==> config.mk <==
export PLATFORM = sky130hd
export DESIGN_NAME = discr_deadtime_gen_flat
export DESIGN_NICKNAME = d
export VERILOG_FILES = /design/src/rtl/discr_deadtime_gen_pkg.sv /design/src/rtl/discr_deadtime_gen_if.sv /design/src/rtl/discr_deadtime_gen_prio_enc.sv /design/src/rtl/discr_deadtime_gen.sv /design/src/flat_wrapper.sv
export SDC_FILE = /design/constraint.sdc
export NUM_CORES = 1
export LEC_CHECK = 0
export CORE_ASPECT_RATIO = 0.7
export CORE_MARGIN = 5
export CORE_UTILIZATION = 30
export DETAILED_ROUTE_END_ITERATION = 7
export PLACE_DENSITY_LB_ADDON = 0.2
export SYNTH_ARGS = -nofsm -noshare
export SYNTH_HDL_FRONTEND = slang
export SYNTH_SLANG_ARGS = --single-unit
==> constraint.sdc <==
create_clock -name clk -period 5.15 [get_ports clk]
set_input_delay 1.03 -clock clk [delete_from_list [all_inputs] [get_ports clk]]
set_output_delay 1.03 -clock clk [all_outputs]
set_load 0.02 [all_outputs]
==> src/rtl/discr_deadtime_gen_pkg.sv <==
// Shared FSM states and lane-mask helpers for the discriminator scaler deadtime logic.
// Pure package: no latency, no backpressure.
package discr_scaler_pkg;

    localparam int LANE_MAX = 64;

    typedef enum logic [0:0] {
        S_IDLE      = 1'b0,
        S_INHIBITED = 1'b1
    } state_t;

    // Lanes strictly above k set.
    function automatic logic [LANE_MAX-1:0] thermo_above(input int k);
        logic [LANE_MAX-1:0] m;
        m = '0;
        for (int i = 0; i < LANE_MAX; i++) begin
            if (i > k) m[i] = 1'b1;
        end
        return m;
    endfunction

    // Lanes 0..k set.
    function automatic logic [LANE_MAX-1:0] thermo_upto(input int k);
        logic [LANE_MAX-1:0] m;
        m = '0;
        for (int i = 0; i < LANE_MAX; i++) begin
            if (i <= k) m[i] = 1'b1;
        end
        return m;
    endfunction

    function automatic logic [6:0] popcount(input logic [LANE_MAX-1:0] v);
        logic [6:0] c;
        c = '0;
        for (int i = 0; i < LANE_MAX; i++) begin
            c = c + 7'(v[i]);
        end
        return c;
    endfunction

endpackage

==> src/rtl/discr_deadtime_gen_if.sv <==
// Sample/inhibit bundle between deserialiser, deadtime generator and scaler counters.
// Optional DEADTIME_STATS_EN adds stat_clr / inhibited_cnt. No backpressure: one word per clk.
interface discr_deadtime_gen_if #(
    parameter int P_LANES   = 8,
    parameter int P_N_WIDTH = 32
);
    logic [P_LANES-1:0]   bits_in;
    logic [P_N_WIDTH-1:0] inhibit_len;
    logic                 paralyzable;
    logic [P_LANES-1:0]   inhibit_bits;
    logic [P_LANES-1:0]   bits_out;
    logic [P_LANES-1:0]   accepted_bits;
`ifdef DEADTIME_STATS_EN
    logic                 stat_clr;
    logic [P_N_WIDTH-1:0] inhibited_cnt;
`endif

    modport master (
`ifdef DEADTIME_STATS_EN
        output stat_clr,
        input  inhibited_cnt,
`endif
        output bits_in, inhibit_len, paralyzable,
        input  inhibit_bits, bits_out, accepted_bits
    );

    modport slave (
`ifdef DEADTIME_STATS_EN
        input  stat_clr,
        output inhibited_cnt,
`endif
        input  bits_in, inhibit_len, paralyzable,
        output inhibit_bits, bits_out, accepted_bits
    );

endinterface

==> src/rtl/discr_deadtime_gen_prio_enc.sv <==
// Lane priority encoder: valid plus index of the lowest (or highest, P_HIGHEST=1) set lane.
// Combinational, no backpressure.
module lane_prio_enc #(
    parameter int P_LANES   = 8,
    parameter bit P_HIGHEST = 1'b0
) (
    input  logic [P_LANES-1:0]         lanes,
    output logic                       vld,
    output logic [$clog2(P_LANES)-1:0] idx
);
    localparam int W = $clog2(P_LANES);

    always_comb begin
        vld = |lanes;
        idx = '0;
        if (P_HIGHEST) begin
            for (int i = 0; i < P_LANES; i++) begin
                if (lanes[i]) idx = W'(i);
            end
        end else begin
            for (int i = P_LANES - 1; i >= 0; i--) begin
                if (lanes[i]) idx = W'(i);
            end
        end
    end

endmodule

==> src/rtl/discr_deadtime_gen.sv <==
// Deadtime (inhibit) generator on a P_LANES-wide sample word; `DEADTIME_STATS_EN adds a suppressed-edge counter.
// All outputs registered, 1 clk latency; no backpressure, a word is consumed every clk.
module discr_deadtime_gen
    import discr_scaler_pkg::*;
#(
    parameter int P_LANES   = 8,
    parameter int P_N_WIDTH = 32
) (
    input  logic                 clk,
    input  logic                 rst,
    discr_deadtime_gen_if.slave  dif
);
    localparam int IW = $clog2(P_LANES);

    typedef logic [P_LANES-1:0] lanes_t;

    state_t               state, state_n;
    logic [P_N_WIDTH-1:0] cnt, cnt_n;
    logic [P_N_WIDTH-1:0] len_q;
    logic                 par_q;
    logic [IW-1:0]        bnd, bnd_n;
    lanes_t               carry, carry_n;
    logic                 prev_last;

    lanes_t               trig, free_trig, inhib_c, acc_c;
    logic                 lo_vld, hi_vld, start;
    logic [IW-1:0]        lo_idx, hi_idx, start_lane;

    function automatic lanes_t mask_above(input logic [IW-1:0] k);
        logic [LANE_MAX-1:0] m;
        m = thermo_above(int'(k));
        return m[P_LANES-1:0];
    endfunction

    function automatic lanes_t mask_upto(input logic [IW-1:0] k);
        logic [LANE_MAX-1:0] m;
        m = thermo_upto(int'(k));
        return m[P_LANES-1:0];
    endfunction

    assign trig      = dif.bits_in & ~{dif.bits_in[P_LANES-2:0], prev_last};
    assign free_trig = trig & ~carry;

    lane_prio_enc #(.P_LANES(P_LANES), .P_HIGHEST(1'b0)) u_lo_enc (
        .lanes (free_trig),
        .vld   (lo_vld),
        .idx   (lo_idx)
    );

    lane_prio_enc #(.P_LANES(P_LANES), .P_HIGHEST(1'b1)) u_hi_enc (
        .lanes (trig),
        .vld   (hi_vld),
        .idx   (hi_idx)
    );

    always_comb begin
        inhib_c    = '0;
        acc_c      = '0;
        state_n    = state;
        cnt_n      = cnt;
        bnd_n      = bnd;
        carry_n    = carry;
        start      = 1'b0;
        start_lane = hi_idx;
        if (len_q == '0) begin
            acc_c   = trig;
            state_n = S_IDLE;
            carry_n = '0;
        end else begin
            case (state)
                S_IDLE: begin
                    carry_n = '0;
                    // A retrigger inside the carried-over deadtime covers every later lane of this word.
                    if (par_q && |(trig & carry)) begin
                        inhib_c    = '1;
                        start      = 1'b1;
                        start_lane = hi_idx;
                    end else if (lo_vld) begin
                        acc_c      = lanes_t'(1) << lo_idx;
                        inhib_c    = carry | mask_above(lo_idx);
                        start      = 1'b1;
                        start_lane = par_q ? hi_idx : lo_idx;
                    end else begin
                        inhib_c = carry;
                    end
                end
                S_INHIBITED: begin
                    inhib_c = '1;
                    if (par_q && hi_vld) begin
                        start      = 1'b1;
                        start_lane = hi_idx;
                    end else if (cnt >= len_q - P_N_WIDTH'(1)) begin
                        state_n = S_IDLE;
                        carry_n = mask_upto(bnd);
                    end else if (cnt != '1) begin
                        cnt_n = cnt + P_N_WIDTH'(1);
                    end
                end
                default: begin
                    state_n = S_IDLE;
                    carry_n = '0;
                    cnt_n   = '0;
                end
            endcase
            // The word holding the boundary lane counts as the first deadtime cycle.
            if (start) begin
                if (len_q == P_N_WIDTH'(1)) begin
                    state_n = S_IDLE;
                    carry_n = mask_upto(start_lane);
                end else begin
                    state_n = S_INHIBITED;
                    cnt_n   = P_N_WIDTH'(1);
                    bnd_n   = start_lane;
                end
            end
        end
    end

    always_ff @(posedge clk or posedge rst) begin
        if (rst) begin
            state             <= S_IDLE;
            cnt               <= '0;
            bnd               <= '0;
            carry             <= '0;
            len_q             <= '0;
            par_q             <= 1'b0;
            prev_last         <= 1'b0;
            dif.inhibit_bits  <= '0;
            dif.bits_out      <= '0;
            dif.accepted_bits <= '0;
        end else begin
            state             <= state_n;
            cnt               <= cnt_n;
            bnd               <= bnd_n;
            carry             <= carry_n;
            len_q             <= dif.inhibit_len;
            par_q             <= dif.paralyzable;
            prev_last         <= dif.bits_in[P_LANES-1];
            dif.inhibit_bits  <= inhib_c;
            dif.bits_out      <= dif.bits_in;
            dif.accepted_bits <= acc_c;
        end
    end

`ifdef DEADTIME_STATS_EN
    localparam int SW = P_N_WIDTH + 1;

    logic [LANE_MAX-1:0] hit_w;
    logic [SW-1:0]       stat_sum;

    always_comb begin
        hit_w              = '0;
        hit_w[P_LANES-1:0] = trig & inhib_c;
    end

    assign stat_sum = {1'b0, dif.inhibited_cnt} + SW'(popcount(hit_w));

    always_ff @(posedge clk or posedge rst) begin
        if (rst) begin
            dif.inhibited_cnt <= '0;
        end else if (dif.stat_clr) begin
            dif.inhibited_cnt <= '0;
        end else if (stat_sum[P_N_WIDTH]) begin
            dif.inhibited_cnt <= '1;
        end else begin
            dif.inhibited_cnt <= stat_sum[P_N_WIDTH-1:0];
        end
    end
`endif

endmodule

==> src/flat_wrapper.sv <==
// flat-port wrapper written by rule: the top's interface ports become plain ports
module discr_deadtime_gen_flat import discr_scaler_pkg::*;
#(
    parameter int P_LANES   = 8,
    parameter int P_N_WIDTH = 32
)
  (clk, rst, dif_bits_in, dif_inhibit_len, dif_paralyzable, dif_inhibit_bits, dif_bits_out, dif_accepted_bits);
  discr_deadtime_gen_if #(.P_LANES(P_LANES), .P_N_WIDTH(P_N_WIDTH)) dif_i ();
  input  logic clk;
  input  logic rst;
  input wire logic [$bits(dif_i.bits_in)-1:0] dif_bits_in;
  input wire logic [$bits(dif_i.inhibit_len)-1:0] dif_inhibit_len;
  input wire logic [$bits(dif_i.paralyzable)-1:0] dif_paralyzable;
  output wire logic [$bits(dif_i.inhibit_bits)-1:0] dif_inhibit_bits;
  output wire logic [$bits(dif_i.bits_out)-1:0] dif_bits_out;
  output wire logic [$bits(dif_i.accepted_bits)-1:0] dif_accepted_bits;
  assign dif_i.bits_in = dif_bits_in;
  assign dif_i.inhibit_len = dif_inhibit_len;
  assign dif_i.paralyzable = dif_paralyzable;
  assign dif_inhibit_bits = dif_i.inhibit_bits;
  assign dif_bits_out = dif_i.bits_out;
  assign dif_accepted_bits = dif_i.accepted_bits;
  discr_deadtime_gen #(.P_LANES(P_LANES), .P_N_WIDTH(P_N_WIDTH)) u_core (.clk(clk), .rst(rst), .dif(dif_i));
endmodule
==> impl_results.md <==
* Post-Route Hold Slack at 0.590 ns
* Max rail drop VDD at 162 uV
* Die Width at between 150 and 200 um
* Overall routing resource usage at between 15 and 20%
* Initial core utilization at 30.5%
* Number of nets in the layout at approximately 730
* Cell with the most instances after synthesis: sky130_fd_sc_hd__dfrtp_1
* Number of enable flip-flop cells after synthesis at 0
* Clock insertion delay at the later pin of the skew report at 0.35 ns
* Antenna diode instance count at 0
* Cell count after synthesis at ~590
* Startpoint-to-endpoint class of the critical path: reg2reg
* Top delay family on crit path: simple AND/OR/NAND/NOR gates
* Worst Path Required at 5.42 ns
* Logic depth of the worst setup path including buffers at 15
* Deepest clock path buffer count at 2
* Area growth from synthesis to layout at 21.0%
* Kind of launch point of the worst setup path: register
* Leakage at 2.78 nW
* Post-synthesis cell area at 5760 um2
* Cell at the root of the clock tree: sky130_fd_sc_hd__clkbuf_16
* Number of design-rule violations left by the first detailed-router iteration at 403
* Number of H-tree levels at 3
* Ranking of synthesized cells by area: sky130_fd_sc_hd__dfrtp_1 44%, sky130_fd_sc_hd__ha_1 7.6%, sky130_fd_sc_hd__nor2_1 3.2%
* Worst relative slew slack at roughly 38%
* Drt first pass iters at 5
* Per-cell via count in the routed design at 5.41
* Number of resized instances in the post-cts repair step at 0
* Origin of the critical flop-to-flop path: u_core.len_q[3]
* Final Wtd Congestion at 0.890
* Chip Height at 126 um
* Antenna violations before repair at 0
* WL final at 16.3 mm
* Basic-gate share of the synthesized area counting and, or, nand and nor cells at 23.3%
* Sequential fraction of the synthesis area at 43.9%
* Type of the worst min-delay path: reg2reg
* Post-layout min period at 4.73 ns
* Final instance count without filler cells at 897
* Most frequent cell on the critical path: sky130_fd_sc_hd__nand2_1
* Asr flop ratio synth at 100%
* Cells along the critical path: nor4_2 > or3b_1 > nor2_1 > nand2_1 > nor2_1 > nand2_1 > xor2_1 > ha_1 > a21oi_1 > nand2_1 > a221oi_1 > and4b_2 > nand3_4 > or4_1 > a21oi_1
* Post-route clock skew at roughly 0.0096 ns
* Worst R2R Setup Slack at 0.42 ns
* DRC viols at 0
* Critical-path maximum fanout at 28
* Leading area contributor after synthesis: sky130_fd_sc_hd__dfrtp_1
* Syn Area/Cell at just under 10 um2
* Number of buffers added to fix hold violations after cts at 0
* Multiplexer share of the synthesized area at 1.76%
* CP max-delay cell: sky130_fd_sc_hd__or4_1
* Area of the die at 22,100 um2
* Beginning of the worst hold path: u_core.cnt[23]
* Area share of the largest cell type after synthesis at between 40 and 50%
* Count of buffer and inverter cells on the critical path at 0
* Setup crit start: u_core.len_q[3]
* Pin count of the biggest net entering global routing at 74
* Fraction of layout instances using a drive strength above 1 at 5.34%
* Fraction of the cycle the final worst path needs at between 90% and 100%
* Hold Violations, Final at 0
* Cell total after placement at just under 900
* Most used flip-flop cell after synthesis: sky130_fd_sc_hd__dfrtp_1
* Synthesized netlist net count at 664
* Clock slew at reported path FFs at 0.07 ns
* Compound-cell area share of the yosys netlist at 15.1%
* Wire length of the first global-routing pass at 26.7 mm
* Setup repair after global routing missed its margin: no
* CP endpoint: u_core.cnt[17]
* Reg2reg end: u_core.cnt[17]
* Largest family of logic cells by synthesized area: simple AND/OR/NAND/NOR gates
* P per Cell Area at 259 nW/um2
* Number of warnings reported in the yosys synthesis log at 0
* Filler Cell Count at 1,875
* Remaining antenna violation count at 0
* Maxcap violations at 0
* Worst endpoint data arrival time at 5.00 ns
* Number of port buffers at 66
* Sum of net half-perimeters after detailed placement at 12.6 mm
* Post-route setup TNS at 0 ns
* Vias in the first global route at 4,669
* Post-CTS Setup Repair Bufs at 0
* Clock tree from TritonCTS: built
* Synth cell types at 61
* Residual overflow from global routing at 0
* Wire length per cell at 18.2 um
* Core Region at 18,900 um2
* Sinks on the clock net at 101
* Outcome: finished clean
* Cells on worst reg2reg path at 15
* Critical path's largest stage delay at 0.59 ns
* Critical path capture point type: register
* Placement Cell Area at between 6000 and 7000 um2
* Transition time at the pin with the least slew margin at 0.932 ns
* Post-synthesis share of cell area spent on xor and xnor gates at 5.17%
* Fmax achieved at 211 MHz
* Commonest cells in the synthesized netlist: 101 x sky130_fd_sc_hd__dfrtp_1, 49 x sky130_fd_sc_hd__nor2_1, 35 x sky130_fd_sc_hd__ha_1, 35 x sky130_fd_sc_hd__nand2_1, 34 x sky130_fd_sc_hd__a21oi_1
* Non-Filler Cell Area, Final at 6970 um2
* Top-level I/O count at between 60 and 70
* Number of vias after detailed routing at between 4,000 and 5,000
* Tot Pwr at around 0.0018 W
* Standard-cell row count at 42
* Final setup fails at 0
* CTS Buf Count at 9
* Number of max-slew violations in the final report at 0
* Share of synthesized cell area in full adder, half adder and majority cells at 7.60%
* Post-synthesis register bit count at slightly above 100
## placed cells by master (no fill, tap or decap), types with 4 or more instances in the layout
master,n
sky130_fd_sc_hd__o211ai_1,6
sky130_fd_sc_hd__o21a_1,5
sky130_fd_sc_hd__nand2_1,35
sky130_fd_sc_hd__nand3_1,25
sky130_fd_sc_hd__o21ai_0,30
sky130_fd_sc_hd__a21o_1,5
sky130_fd_sc_hd__mux2i_1,9
sky130_fd_sc_hd__and2_1,10
sky130_fd_sc_hd__or4_1,14
sky130_fd_sc_hd__xor2_1,15
sky130_fd_sc_hd__buf_4,6
sky130_fd_sc_hd__nand2b_1,5
sky130_fd_sc_hd__nor4_1,9
sky130_fd_sc_hd__o22ai_1,4
sky130_fd_sc_hd__o31a_1,4
sky130_fd_sc_hd__nand3b_1,7
sky130_fd_sc_hd__and3_1,9
sky130_fd_sc_hd__nand4_1,19
sky130_fd_sc_hd__clkbuf_16,9
sky130_fd_sc_hd__clkdlybuf4s50_1,66
sky130_fd_sc_hd__xnor2_1,19
sky130_fd_sc_hd__dfrtp_1,101
sky130_fd_sc_hd__o31ai_1,16
sky130_fd_sc_hd__nor3_1,14
sky130_fd_sc_hd__ha_1,35
sky130_fd_sc_hd__nor3b_1,8
sky130_fd_sc_hd__nor2_1,48
sky130_fd_sc_hd__or3_1,15
sky130_fd_sc_hd__inv_1,16
sky130_fd_sc_hd__a21oi_1,34
## layer usage
| metal | wire [um] | vias up | track usage, % |
|---|---|---|---|
| met2 | 6230 | 148 | 19.2 |
| met4 | 53 | 0 | 2.06 |
| li1 | - | 2309 | - |
| met3 | 1240 | 4 | 4.37 |
| met1 | 8820 | 2395 | 24.8 |
| met5 | 0 | - | 0 |
## metrics by stage
step	setup WS [ns]	utilization (%)
CTS	0.360	36.9
finish	0.418	36.9
global route	0.00696	36.9
detailed placement	0.407	35.3
global placement	0.528	35.3
floorplan	1.07	-
## worst min path at each step
stage | slack, ns | cells after the start | end
floorplan | 0.47 | 1 | u_core.dif.accepted_bits[0]
global placement | 0.55 | 2 | u_core.cnt[23]
detailed placement | 0.57 | 2 | u_core.cnt[0]
CTS | 0.59 | 1 | u_core.cnt[11]
global route | 0.63 | 2 | u_core.cnt[0]
finish | 0.59 | 2 | u_core.cnt[23]
## logic make-up (layout without fill, tap and decap cells)
kind of cell,Yosys count,count (layout)
AND/OR/NAND/NOR,238,238
AO/OA/AOI/OAI,132,132
flip-flops,101,101
buffers and inverters,36,105
adder cells (fa/ha/maj),35,35
XOR/XNOR,34,34
multiplexers,10,10
## final cells by class
class | count | area, um2 | share of cell area (%)
clock buffer | 9 | 225 | 3.23
clock inverter | 7 | 88.8 | 1.27
inverter | 17 | 66.3 | 0.952
multi-input combinational | 449 | 3050 | 43.8
sequential | 101 | 2530 | 36.3
tap | 242 | 303 | 4.34
timing repair buffer | 72 | 706 | 10.1
## state kept, by name, indices dropped and copies added (netlist names)
register,cells
u_core.dif.accepted_bits,8
u_core.state,1
u_core.len_q,32
u_core.par_q,1
u_core.bnd,3
u_core.carry,8
u_core.dif.inhibit_bits,8
u_core.cnt,32
u_core.dif.bits_out,8
## tightest hold or removal path: cells and delay by family (launching register included)
family	cells	cell delay, ns
simple gates	1	0.06
compound gates	1	0.10
flops	1	0.40
## power by group
part	internal, W	switching (W)
Combinational	0.0000975	0.000133
Sequential	0.000822	0.0000330
Clock	0.000390	0.000329
Total	0.00131	0.000495
Power figures use the tool's default switching activity.
